===== src/rtl/mseq_stream_gen.sv =====
// mseq_stream_gen: word-wide maximal-length LFSR stream generator with config handshake and start/stop control
module mseq_stream_gen #(
   parameter int DATA_WIDTH = 16,
   parameter int OUT_WIDTH  = 8
) (
   input  logic                  MSEQ_clk,
   input  logic                  MSEQ_rst_n,
   input  logic                  MSEQ_cfg_valid,
   output logic                  MSEQ_cfg_ready,
   input  logic [DATA_WIDTH-1:0] MSEQ_seed,
   input  logic [DATA_WIDTH-1:0] MSEQ_init_value,
   input  logic                  MSEQ_start,
   input  logic                  MSEQ_stop,
   output logic [OUT_WIDTH-1:0]  MSEQ_out_data,
   output logic                  MSEQ_out_valid,
   input  logic                  MSEQ_out_ready,
   output logic                  MSEQ_busy,
   output logic                  MSEQ_lockup,
   output logic                  MSEQ_wrap
);
   typedef enum logic [1:0] {IDLE, RUN, DRAIN} state_t;
   state_t                state, state_nxt;
   logic [DATA_WIDTH-1:0] lfsr, seed_q, init_q, s;
   logic [OUT_WIDTH-1:0]  word;
   logic                  word_wrap, loaded, cfg_hs, cfg_bad, gen, out_free;

   // OUT_WIDTH serial steps unrolled; s ends as the state after the whole word
   always_comb begin
      s = lfsr;
      word = '0;
      word_wrap = 1'b0;
      for (int k = 0; k < OUT_WIDTH; k++) begin
         word[k] = s[0];
         s = {^(s & seed_q), s[DATA_WIDTH-1:1]};
         word_wrap = word_wrap | (s == init_q);
      end
   end

   always_ff @(posedge MSEQ_clk or negedge MSEQ_rst_n)
      if (!MSEQ_rst_n) state <= IDLE;
      else state <= state_nxt;

   always_comb begin
      state_nxt = state;
      case (state)
         IDLE:    if (MSEQ_start && loaded && !MSEQ_stop) state_nxt = RUN;
         RUN:     if (MSEQ_stop) state_nxt = DRAIN;
         DRAIN:   if (out_free) state_nxt = IDLE;
         default: state_nxt = IDLE;
      endcase
   end

   always_comb begin
      MSEQ_cfg_ready = state == IDLE;
      MSEQ_busy = state != IDLE;
      out_free = !MSEQ_out_valid || MSEQ_out_ready;
      cfg_hs = MSEQ_cfg_valid && MSEQ_cfg_ready;
      cfg_bad = ~|MSEQ_seed || ~|MSEQ_init_value;
      gen = state == RUN && !MSEQ_stop && out_free;
   end

   // a rejected load only flags lockup and disarms start; stored config and LFSR are kept
   always_ff @(posedge MSEQ_clk or negedge MSEQ_rst_n)
      if (!MSEQ_rst_n) begin
         seed_q <= '0;
         init_q <= '0;
         lfsr <= '0;
         loaded <= 1'b0;
         MSEQ_lockup <= 1'b0;
      end else begin
         if (cfg_hs) begin
            MSEQ_lockup <= cfg_bad;
            loaded <= !cfg_bad;
         end
         if (cfg_hs && !cfg_bad) begin
            seed_q <= MSEQ_seed;
            init_q <= MSEQ_init_value;
            lfsr <= MSEQ_init_value;
         end else if (gen) lfsr <= s;
      end

   always_ff @(posedge MSEQ_clk or negedge MSEQ_rst_n)
      if (!MSEQ_rst_n) begin
         MSEQ_out_data <= '0;
         MSEQ_out_valid <= 1'b0;
         MSEQ_wrap <= 1'b0;
      end else if (gen) begin
         MSEQ_out_data <= word;
         MSEQ_out_valid <= 1'b1;
         MSEQ_wrap <= word_wrap;
      end else if (MSEQ_out_ready) MSEQ_out_valid <= 1'b0;
endmodule

===== config.mk =====
export PLATFORM = sky130hd
export DESIGN_NAME = mseq_stream_gen
export DESIGN_NICKNAME = d
export VERILOG_FILES = /design/src/rtl/mseq_stream_gen.sv
export SDC_FILE = /design/constraint.sdc
export NUM_CORES = 1
export LEC_CHECK = 0
export CAP_MARGIN = 15
export CORE_ASPECT_RATIO = 1.2
export CORE_UTILIZATION = 60
export CTS_CLUSTER_SIZE = 20
export DETAILED_ROUTE_END_ITERATION = 12
export HOLD_SLACK_MARGIN = 0.03
export MAX_ROUTING_LAYER = met4
export PLACE_DENSITY = 0.82
export SLEW_MARGIN = 40
export SYNTH_ARGS = -nofsm -noshare
export SYNTH_HDL_FRONTEND = slang
export SYNTH_SLANG_ARGS = --single-unit

===== constraint.sdc =====
create_clock -name MSEQ_clk -period 6.5 [get_ports MSEQ_clk]
set_input_delay 1.3 -clock MSEQ_clk [delete_from_list [all_inputs] [get_ports MSEQ_clk]]
set_output_delay 1.3 -clock MSEQ_clk [all_outputs]
set_load 0.1 [all_outputs]

Yosys cells after proc, flatten, opt, wreduce, memory -nomap -nowiden
Index checks and enable logic that the tools add are counted.
{"block": "totals", "regBits": 62, "latch_bits": 0, "mem_bits_rw": 0, "mem_bits_ro": 0, "output_inout_bits": 13, "mem_count": 0}
{"block": "classes", "add_sub_neg": 0, "multipliers": 0, "n_div": 0, "n_lt_le_gt_ge": 0, "eq_ne": 13, "n_shift": 0, "mux": 8, "bitwise_logic": 15, "n_reduce_logical": 28}
{"cell": "$and A16 B16 Y16", "count": 8}
{"cell": "$eq A16 B16 Y1", "count": 8}
{"cell": "$reduce_xor A16 Y1", "count": 8}
{"cell": "$mux W16", "count": 2}
{"cell": "$reduce_or A16 Y1", "count": 2}
{"cell": "$or A1 B1 Y1", "count": 7}
{"cell": "$logic_and A1 B1 Y1", "count": 6}
{"cell": "$mux W2", "count": 3}
{"cell": "$pmux W2 S3", "count": 1}
{"cell": "$reduce_bool A2 Y1", "count": 3}
{"cell": "$logic_not A1 Y1", "count": 5}
{"cell": "$ne A2 B2 Y1 const B", "count": 2}
{"cell": "$reduce_and A3 Y1", "count": 1}
{"cell": "$eq A2 B1 Y1 const B", "count": 1}
{"cell": "$eq A2 B2 Y1 const B", "count": 1}
{"cell": "$logic_not A2 Y1", "count": 1}
{"cell": "$logic_or A1 B1 Y1", "count": 2}
{"cell": "$mux W1", "count": 2}
{"cell": "$ne A2 B1 Y1 const B", "count": 1}

Depth between registers and ports, before layout
Gate-level depths: netlist of the first run.
{"block": "depth", "ltp_word": 18, "mapped_depth": 18}

Worst setup path after synthesis of the first run
OpenSTA, ideal clock, no wires.
{"block": "synth_timing", "path_kind": "register to register", "start": "reg seed_q[5]", "end": "reg MSEQ_wrap", "setup_ps": 130, "arrival_ps": 4060, "t_required_ps": 6370, "path_slack_ps": 2310, "path_stages_with_launch": 16, "path_buffers": 1, "synth_period_minus_slack_ps": 4190, "path_cell_list": "dfrtp_1 -> buf_6 -> nand2_1 -> xnor3_1 -> xnor3_2 -> xnor3_2 -> nor3_2 -> nor4_2 -> o21ai_1 -> xnor3_2 -> xnor3_1 -> and3_1 -> or2_0 -> a311o_1 -> a211oi_2 -> o22ai_1"}
{"block": "synth_via", "elab_chain_len": 18, "word_cells_on_any_way": 31, "cone_classes": "eq/ne: 8; bitwise: 15; reduce/logical: 8"}
{"item": "from (decl)", "line_no": "23", "source": "logic [DATA_WIDTH-1:0] lfsr, seed_q, init_q, s;"}
{"item": "from (signal assigned)", "line_no": "76", "source": "seed_q <= MSEQ_seed;"}
{"item": "$and A16 B16 Y16", "line_no": "34", "source": "s = {^(s & seed_q), s[DATA_WIDTH-1:1]};"}
{"item": "$reduce_xor A16 Y1", "line_no": "34"}
{"item": "$and A16 B16 Y16", "line_no": "34"}
{"item": "$reduce_xor A16 Y1", "line_no": "34"}
{"item": "$and A16 B16 Y16", "line_no": "34"}
{"item": "$reduce_xor A16 Y1", "line_no": "34"}
{"item": "$and A16 B16 Y16", "line_no": "34"}
{"item": "$reduce_xor A16 Y1", "line_no": "34"}
{"item": "[2 not listed]"}
{"item": "$and A16 B16 Y16", "line_no": "34"}
{"item": "$reduce_xor A16 Y1", "line_no": "34"}
{"item": "$and A16 B16 Y16", "line_no": "34"}
{"item": "$reduce_xor A16 Y1", "line_no": "34"}
{"item": "$and A16 B16 Y16", "line_no": "34"}
{"item": "$reduce_xor A16 Y1", "line_no": "34"}
{"item": "$eq A16 B16 Y1", "line_no": "35", "source": "word_wrap = word_wrap | (s == init_q);"}
{"item": "$or A1 B1 Y1 *", "line_no": "35"}
{"item": "to (signal assigned)", "line_no": "90", "source": "MSEQ_wrap <= word_wrap;"}
{"item": "to (decl)", "line_no": "19", "source": "output logic MSEQ_wrap"}
Every way passes the cells marked *; elsewhere a longest branch is shown, timed or not.
A chain may end at the register's enable or synchronous reset.

Worst setup path after layout of the first run
{"block": "layout_timing", "start": "reg lfsr[14]", "end": "reg MSEQ_wrap"}
{"block": "layout_via", "elab_chain_len": 18, "word_cells_on_any_way": 31, "cone_classes": "eq/ne: 8; bitwise: 15; reduce/logical: 8"}
{"item": "from (decl)", "line_no": "23"}
{"item": "from (signal assigned)", "line_no": "78", "source": "lfsr <= MSEQ_init_value;"}
{"item": "from (signal assigned)", "line_no": "79", "source": "end else if (gen) lfsr <= s;"}
{"item": "$and A16 B16 Y16", "line_no": "34"}
{"item": "$reduce_xor A16 Y1", "line_no": "34"}
{"item": "$and A16 B16 Y16", "line_no": "34"}
{"item": "$reduce_xor A16 Y1", "line_no": "34"}
{"item": "$and A16 B16 Y16", "line_no": "34"}
{"item": "$reduce_xor A16 Y1", "line_no": "34"}
{"item": "$and A16 B16 Y16", "line_no": "34"}
{"item": "$reduce_xor A16 Y1", "line_no": "34"}
{"item": "[2 not listed]"}
{"item": "$and A16 B16 Y16", "line_no": "34"}
{"item": "$reduce_xor A16 Y1", "line_no": "34"}
{"item": "$and A16 B16 Y16", "line_no": "34"}
{"item": "$reduce_xor A16 Y1", "line_no": "34"}
{"item": "$and A16 B16 Y16", "line_no": "34"}
{"item": "$reduce_xor A16 Y1", "line_no": "34"}
{"item": "$eq A16 B16 Y1", "line_no": "35"}
{"item": "$or A1 B1 Y1 *", "line_no": "35"}
Marks and branches as above.

==> results of run 1 <==
## cells by family (layout without fill, tap and decap cells)
family / after synthesis / after routing / share of synthesized area [%]
AO/OA/AOI/OAI: 70 / 70 / 7.82
XOR/XNOR: 234 / 234 / 37.0
buffers and inverters: 78 / 89 / 5.46
flip-flops: 62 / 62 / 24.6
multiplexers: 1 / 1 / 0.159
AND/OR/NAND/NOR: 362 / 362 / 24.9
## flip-flops by register name, summed over array words and instances (netlist names)
signal	count
state	2
MSEQ_out_data	8
seed_q	16
init_q	16
MSEQ_out_valid	1
lfsr	16
loaded	1
MSEQ_lockup	1
MSEQ_wrap	1
## layout by cell type (no fill, tap or decap), types with 2 or more instances in the layout
cell             count
nand4_1             19
nand2b_1             3
a21oi_1             11
bufinv_16            2
nand3_1             19
xnor3_2              3
buf_2               14
o31a_1               2
o21ai_0             19
nand2_1            258
nor2b_1              3
nor2_1              14
or4_1                2
nor4_1              21
nor3b_1              2
clkbuf_16            9
and3_1               2
nor3_1               7
inv_1                4
xor2_2               2
xnor2_1            155
a211oi_1             2
a22oi_1              6
xnor3_1             11
o211ai_1             4
buf_4               18
xor2_1              58
or3_1                2
clkinvlp_4           2
xor3_1               2
dfrtp_1             62
and2_1               3
clkdlybuf4s50_1     36
a31oi_1              3
## layer usage
layer / vias to the layer above / share of wire, % / global-route usage, %
met5: - / 0 / -
met4: 0 / 4.6 / 18.6
met3: 76 / 7.8 / 6.44
met2: 282 / 47 / 57.1
met1: 2768 / 41 / 47.3
li1: 2632 / - / -
## Yosys cell counts, types with 3 or more instances
cell,instances,area (um^2)
buf_4,5,37.5
nand3_1,19,95.1
a21oi_1,11,55.1
a22oi_1,6,45.0
xnor3_2,3,71.3
xnor3_1,11,248
nor2b_1,3,18.8
a31oi_1,3,18.8
buf_2,20,100
xnor2_1,155,1360
o21ai_0,19,95.1
buf_1,15,56.3
clkbuf_1,32,120
inv_1,4,15.0
xor2_1,58,508
nand2b_1,3,18.8
nand2_1,258,968
o211ai_1,4,30.0
and2_1,3,18.8
dfrtp_1,62,1550
nand4_1,19,119
nor4_1,21,131
nor3_1,7,35.0
nor2_1,15,56.3
## worst paths after layout
path	startpoint	to	slack, ns	cells after the start
max in group asynchronous	MSEQ_rst_n	init_q[12]	5.04	2
min reg2reg	loaded	loaded	0.48	2
max reg2reg	lfsr[14]	MSEQ_wrap	1.23	15
max	lfsr[14]	MSEQ_wrap	1.23	15
min in group asynchronous	MSEQ_rst_n	MSEQ_out_valid	1.05	2
min	loaded	loaded	0.48	2
## per-stage QoR
stage	util, %	std cells
6_report	69.6	944
2_1_floorplan	-	807
3_3_place_gp	67.1	929
5_1_grt	69.6	944
3_5_place_dp	66.5	929
4_1_cts	69.6	944
## cell type report
type	instances	area, um^2
flip-flops and latches	62	1550
clock buffers	10	229
clock inverters	5	83.8
well taps	126	158
multi-input cells	667	4420
repair buffers	69	577
inverters	5	18.8
fillers	807	3070
## worst reg2reg max path, stage by stage (launching register included)
cell and delay [ns]:
dfrtp_1 0.88, nand2_1 0.15, xor2_1 0.21, xnor2_1 0.15
xnor2_1 0.37, xor2_2 0.60, nor3_2 0.10, nor4_2 0.56
o21ai_1 0.16, xnor3_2 0.49, xnor3_1 0.37, and3_1 0.20
or2_0 0.21, a311o_1 0.34, a211oi_2 0.23, o22ai_1 0.11
==> out/qor.yml, run 1 <==
sta:
  rsz0062_at_grt: "no"
  timing.final.setup_violations: 0
  worst_slew_pin_slew_ns: 0.823
  period_minus_slack_ns: 5.27
  finalClockSkew_ns: 0.00371
  drv_slew: 0
  slew_headroom_pct: 45.1
  hold_slack_ns: 0.480
  fin_ws_ns: 1.23
  hold_viol: 0
  finalSetupTns_ns: 0
  fin_crit_sh_pct: 81.0
  max_freq_mhz: 190
yosys:
  synth_edf_count: 0
  avgSynthCellArea_um2: 7.82
  syn_inst: 807
  ys.flop_type: "dfrtp_1"
  syn_nets: 845
  synth.distinct_cells: 67
  netlist_area_um2: 6310
  ys_warn_count: 0
  ys_seq_area_share_pct: 24.6
  ys_seq_elements: 62
  async_reset_ff_share_pct: 100
critical_path:
  path_delay_family: "XOR/XNOR gates"
  worst-path-max-fanout: 18
  worstSetupStartpointType: "register"
  path_common_cell: "xnor2_1"
  cp_cell_sequence: "nand2_1 -> xor2_1 -> xnor2_1 -> xnor2_1 -> xor2_2 -> nor3_2 -> nor4_2 -> o21ai_1 -> xnor3_2 -> xnor3_1 -> and3_1 -> or2_0 -> a311o_1 -> a211oi_2 -> o22ai_1"
  critPathRequiredTime_ns: 6.71
  path_buf_inv: 0
  crit_type: "register to register"
  cp_slowest_cell: "dfrtp_1"
  arrival_ns: 5.48
  endpoint_kind: "register"
  slowest_delay_ns: 0.88
run:
  max-cap-violations: 0
clocking:
  tritoncts: "yes"
  root_buffer: "clkbuf_16"
  clk_pin_slew_ns: 0.06
  postCtsSetupBuffers: 0
  cts_sinks: 62
  htreeDepth: 3
  cts_resized: 0
  cts_buffers: 9
  cts_hold_repair.buffers: 0
  insertion_delay_ns: 0.33
  clockBufferDepth: 2
die:
  die_w_um: 95.6
  dieHeight_um: 114
  pin_count: 51
  rows: 40
  core_area_um2: 10100
  start_util_pct: 62.4
  dieArea_um2: 10900
cells_and_area:
  synthToLayoutAreaGrowth_pct: 11.6
  diodes: 0
  finish.instance_area_um2: 7040
  drive_gt1_share_pct: 8.19
  fin_nets: 852
route:
  wirelength_um: 18400
  drc: 0
  wl_per_cell_um: 19.5
  drt-initial-drc-count: 473
  firstDrtPassIters: 5
  drtAntennaViolNets: 0
  num_vias: 5758
  vias_per_cell: 6.10
placed_design:
  dp.final_hpwl_um: 13100
  gp_congestion: 0.969
  place_area_um2: 6720
  port_buffers: 50
  place_ws_ns: 1.31
grt:
  track_usage_pct: 37.3
  grt_overflow_total: 0
  grt_pass1_wl_um: 29900
  grt_pass1_vias: 5724
  grt_max_degree: 63
  antenna_found_initial: 0
worst_hold_path:
  worst_hold_path_type: "register to register"
status:
  outcome: "completed"
Power of run 1 is left out: the tool's default activity adds up to more than one toggle a clock period on the data nets, which glitch-free logic cannot reach.
==> run 2, diff against run 1 <==
- clock period: 6.5 -> 5.44 ns (I/O delays scaled with it)
==> run 2 against run 1 <==
Count of clock-buffer cells in the layout up 1. Die area unchanged. Critical path type unchanged. Critical path depth up 1.
==> out/qor.yml, run 2 (same netlist as run 1, synthesis figures left out) <==
die:
  pin_count: 51  # unchanged
  start_util_pct: 62.4  # unchanged
  die_w_um: 95.6  # unchanged
  core_area_um2: 10100  # unchanged
  rows: 40  # unchanged
  dieHeight_um: 114  # unchanged
  dieArea_um2: 10900  # unchanged
sta:
  hold_viol: 0  # unchanged
  period_minus_slack_ns: 4.86  # -0.409 ns
  fin_crit_sh_pct: 89.3  # +8.3 points
  rsz0062_at_grt: "no"
  timing.final.setup_violations: 0  # unchanged
  finalClockSkew_ns: 0.00977  # +0.00606 ns
  worst_slew_pin_slew_ns: 0.651  # -0.172 ns
  finalSetupTns_ns: 0  # unchanged
  drv_slew: 0  # unchanged
  slew_headroom_pct: 56.6  # +11 points
  max_freq_mhz: 206  # +8.4%
critical_path:
  r2r-end: "MSEQ_wrap"
  arrival_ns: 5.06  # -0.42 ns
  cp_cell_sequence: "nand2_1 -> xnor2_1 -> xnor2_1 -> xnor2_1 -> xor2_2 -> buf_4 -> nand2_1 -> o21ai_0 -> a221oi_1 -> xnor3_2 -> xor3_1 -> o221ai_2 -> xnor2_1 -> a311o_1 -> a211oi_2 -> o22ai_1"
  reg2regPathDepth: 16  # +1
  critPathRequiredTime_ns: 5.65  # -1.06 ns
  path_common_cell: "xnor2_1"
  endpoint_kind: "register"
  r2r_slack_ns: 0.58  # -0.65 ns
  cp_slowest_cell: "dfrtp_1"
  slowest_delay_ns: 0.62  # -0.26 ns
  crit_type: "register to register"
  worstSetupStartpointType: "register"
  worstReg2RegStart: "lfsr[13]"
  worst-path-max-fanout: 10  # -8
cells_and_area:
  synthToLayoutAreaGrowth_pct: 12.5
  diodes: 0  # unchanged
  largestRegisters: "init_q (16), lfsr (16), seed_q (16)"
  nFillCells: 819  # +1.5%
  drive_gt1_share_pct: 9.18  # +0.99 points
  layout_commonest_cell: "nand2_1"
  fin_nets: 861  # +1.1%
  layout_common_cells: "nand2_1 (258), xnor2_1 (155), dfrtp_1 (62)"
route:
  drtAntennaViolNets: 0  # unchanged
  drc: 0  # unchanged
  num_vias: 5786  # +0.49%
  wirelength_um: 18700  # +1.8%
  drt-initial-drc-count: 497  # +5.1%
  vias_per_cell: 6.06  # -0.57%
  wl_per_cell_um: 19.6  # +0.77%
  firstDrtPassIters: 5  # unchanged
clocking:
  htreeDepth: 3  # unchanged
  tritoncts: "yes"
  cts_hold_repair.buffers: 0  # unchanged
  postCtsSetupBuffers: 0  # unchanged
  cts_resized: 0  # unchanged
  insertion_delay_ns: 0.34  # about the same
  clockBufferDepth: 2  # unchanged
  clk_pin_slew_ns: 0.05  # about the same
  cts_sinks: 62  # unchanged
  cts_buffers: 9  # unchanged
  root_buffer: "clkbuf_16"
run:
  max-cap-violations: 0  # unchanged
worst_hold_path:
  holdCritStartpoint: "MSEQ_out_data[3]"
  hold_path_end: "MSEQ_out_data[3]"
  worst_hold_path_type: "register to register"
  worstHoldPathCells: 2  # unchanged
placed_design:
  gp_congestion: 1.02  # +5.6%
  port_buffers: 50  # unchanged
  dp.final_hpwl_um: 13600  # +3.6%
status:
  outcome: "completed"
grt:
  grt_pass1_wl_um: 30400  # +1.4%
  antenna_found_initial: 0  # unchanged
  grt_max_degree: 63  # unchanged
  track_usage_pct: 38.0  # +0.66 points
  grt_overflow_total: 0  # unchanged
  grt_pass1_vias: 5749  # +0.44%
[run 2: cell count changes in the layout (fill, tap and decap cells not counted)]
cell       previous run  this run
inv_6                 1         0
clkinv_4              0         1
nor2_2                1         0
bufinv_16             2         1
nor2_1               14        15
clkinv_2              0         1
clkbuf_8              0         1
buf_4                18        27
[run 2: worst max path at each step]
stage | start | end | slack (ns)
5_1_grt | lfsr[12] | MSEQ_wrap | 0.13
3_5_place_dp | lfsr[14] | MSEQ_wrap | 0.69
3_3_place_gp | lfsr[14] | MSEQ_wrap | 0.89
2_1_floorplan | seed_q[5] | MSEQ_wrap | 1.25
4_1_cts | lfsr[14] | MSEQ_wrap | 0.67
6_report | lfsr[13] | MSEQ_wrap | 0.58
[run 2: final cells by class]
cell class              instances  area, um^2  area share (%)
multi-input cells             667        4420            62.3
flip-flops and latches         62        1550            21.9
repair buffers                 78         644            9.08
clock buffers                  11         243            3.42
well taps                     126         158            2.22
clock inverters                 5        58.8           0.829
inverters                       5        18.8           0.265
[run 2: through the flow]
step / util [%] / hold WS, ns / instance area, um^2 / instances / worst slack, ns
after floorplan: - / 0.445 / 6310 / 807 / 1.25
after global placement: 67.8 / 0.464 / 6850 / 938 / 0.887
after detailed placement: 67.1 / 0.457 / 6790 / 938 / 0.687
after CTS: 70.1 / 0.481 / 7090 / 954 / 0.672
after global routing: 70.2 / 0.492 / 7090 / 954 / 0.129
final: 70.2 / 0.477 / 7090 / 954 / 0.584
[run 2: metal layers]
metal	part of all wire [%]	track usage, %
met1	41	48.8
met2	48	58.6
met3	7.5	7.77
met4	3.4	14.7
met5	0	-
[run 2: worst max-delay path: cells and delay by family (launching register included)]
kind,cells,cell delay (ns)
flip-flops,1,0.62
AO/OA/AOI/OAI,6,1.56
buffers and inverters,1,0.21
AND/OR/NAND/NOR,2,0.26
XOR/XNOR,7,2.08
Power of run 2 is left out for the same reason.
==> run 3, diff against run 2 <==
- CORE_UTILIZATION: 60 -> 57
- GPL_ROUTABILITY_DRIVEN: not set -> 0
- PLACE_DENSITY: 0.82 -> 0.78
==> run 3 against run 2 <==
Global-route usage decreased by 3.7 points. First-iteration DRC count increased by 19%. Non-clock buffer count shrank 7. Count of clock-buffer cells in the layout fell by 1. Highest routed layer unchanged. Design area down 0.41%. Cell count fell by 0.42%. Wire length fell by 2.9%. Flip-flop and latch count unchanged. Fmax down 0.29%. Sequential share of layout area is 0.089 points higher. Critical path depth shrank 2.
==> out/qor.yml, run 3 (same netlist as run 1, synthesis figures left out) <==
clocking:
  htreeDepth: 3  # unchanged
  clk_pin_slew_ns: 0.06  # about the same
  cts_buffers: 9  # unchanged
  cts_resized: 0  # unchanged
  insertion_delay_ns: 0.34  # about the same
  cts_sinks: 62  # unchanged
  cts_hold_repair.buffers: 0  # unchanged
  clockBufferDepth: 2  # unchanged
  root_buffer: "clkbuf_16"
  tritoncts: "yes"
  postCtsSetupBuffers: 0  # unchanged
sta:
  hold_viol: 0  # unchanged
  rsz0062_at_grt: "no"
  fin_crit_sh_pct: 89.5  # +0.26 points
  finalSetupTns_ns: 0  # unchanged
  drv_slew: 0  # unchanged
  worst_slew_pin_slew_ns: 0.773  # +0.122 ns
  timing.final.setup_violations: 0  # unchanged
  period_minus_slack_ns: 4.87  # +0.0142 ns
  slew_headroom_pct: 48.1  # -8.5 points
  hold_slack_ns: 0.478  # +0.00159 ns
  finalClockSkew_ns: 0.00667  # -0.00310 ns
  max_freq_mhz: 205  # -0.29%
route:
  vias_per_cell: 6.11  # +0.73%
  num_vias: 5804  # +0.31%
  drtAntennaViolNets: 0  # unchanged
  firstDrtPassIters: 6  # +1
  drt-initial-drc-count: 590  # +19%
  drc: 0  # unchanged
  wl_per_cell_um: 19.2  # -2.5%
  wirelength_um: 18200  # -2.9%
placed_design:
  dp.final_hpwl_um: 12900  # -5.1%
  port_buffers: 50  # unchanged
cells_and_area:
  fin_nets: 854  # -0.81%
  diodes: 0  # unchanged
  largestRegisters: "init_q (16), lfsr (16), seed_q (16)"
  layout_common_cells: "nand2_1 (258), xnor2_1 (155), dfrtp_1 (62)"
  synthToLayoutAreaGrowth_pct: 12.0
  drive_gt1_share_pct: 8.40  # -0.77 points
  layout_commonest_cell: "nand2_1"
die:
  die_w_um: 98.0  # +2.5%
  pin_count: 51  # unchanged
  dieHeight_um: 117  # +2.5%
  rows: 41  # +2.5%
  dieArea_um2: 11500  # +5.2%
  start_util_pct: 59.4  # -3.0 points
  core_area_um2: 10600  # +5.0%
critical_path:
  reg2regPathDepth: 14  # -2
  path_buf_inv: 0  # -1
  critPathRequiredTime_ns: 5.65  # about the same
  cp_slowest_cell: "dfrtp_1"
  endpoint_kind: "register"
  worstSetupStartpointType: "register"
  path_delay_family: "XOR/XNOR gates"
  cp_cell_sequence: "nand2_1 -> xnor3_1 -> xnor3_2 -> xnor3_2 -> nor3_2 -> nor4_2 -> o21ai_1 -> xnor3_2 -> xnor3_1 -> and3_1 -> or2_0 -> a311o_1 -> a211oi_2 -> o22ai_1"
  arrival_ns: 5.09  # +0.03 ns
  worst-path-max-fanout: 19  # +9
  cp-startpoint: "seed_q[13]"
  worst-path-stages: 14  # -2
  path_common_cell: "xnor3_2"
  crit_type: "register to register"
  worstReg2RegStart: "seed_q[13]"
  slowest_delay_ns: 0.71  # +0.09 ns
status:
  outcome: "completed"
grt:
  grt_pass1_wl_um: 29600  # -2.6%
  antenna_found_initial: 0  # unchanged
  met2_usage_pct: 57.1  # -1.5 points
  grt_overflow_total: 0  # unchanged
  grt_pass1_vias: 5775  # +0.45%
  top_usage_layer: "met2"
  use_met1_pct: 39.4  # -9.4 points
  grt_max_degree: 63  # unchanged
  track_usage_pct: 34.2  # -3.7 points
  grt_use_met3_pct: 6.29  # -1.5 points
worst_hold_path:
  worst_hold_path_type: "register to register"
  holdCritStartpoint: "loaded"
  worstHoldPathCells: 2  # unchanged
run:
  max-cap-violations: 0  # unchanged
## run 3: cell types whose count changed in the layout (fill, tap and decap cells not counted), sizes merged
| cell | delta |
|---|---|
| inv | +2 |
| clkinv | -2 |
| clkbuf | -1 |
| buf | -7 |
| bufinv | +1 |
## run 3: through the flow
step                std cells  utilization [%]  area [um^2]  worst slack [ns]
floorplan                 807                -         6310              1.25
global placement          934             64.1         6800             0.767
detailed placement        934             63.5         6740             0.659
CTS                       950             66.5         7060             0.612
global route              950             66.5         7060             0.240
finish                    950             66.5         7060             0.569
## run 3: area by class of cell
class | count | area, um^2
multi-input combinational | 667 | 4420
clock inverter | 6 | 92.6
tap | 129 | 161
clock buffer | 10 | 229
sequential | 62 | 1550
fill | 804 | 3550
timing repair buffer | 71 | 592
inverter | 5 | 18.8
## run 3: worst reg2reg max path, cell delays in order (launching register included)
cell and delay (ns):
dfrtp_1 0.71, nand2_1 0.16, xnor3_1 0.36, xnor3_2 0.45, xnor3_2 0.40, nor3_2 0.09
nor4_2 0.50, o21ai_1 0.15, xnor3_2 0.49, xnor3_1 0.38, and3_1 0.20, or2_0 0.20
a311o_1 0.32, a211oi_2 0.22, o22ai_1 0.11
## run 3: layer usage
metal / vias up / wire length [um]
met2: 366 / 8890
li1: 2635 / -
met1: 2716 / 6930
met5: - / 0
met4: 0 / 769
met3: 87 / 1610
## run 3: worst paths after layout
path / end / slack, ns
max in group asynchronous: lfsr[15] / 4.22
worst min-delay path: loaded / 0.48
worst min register to register: loaded / 0.48
worst max-delay path: MSEQ_wrap / 0.57
min in group asynchronous: MSEQ_lockup / 0.82
worst max register to register: MSEQ_wrap / 0.57
Power of run 3 is left out for the same reason.
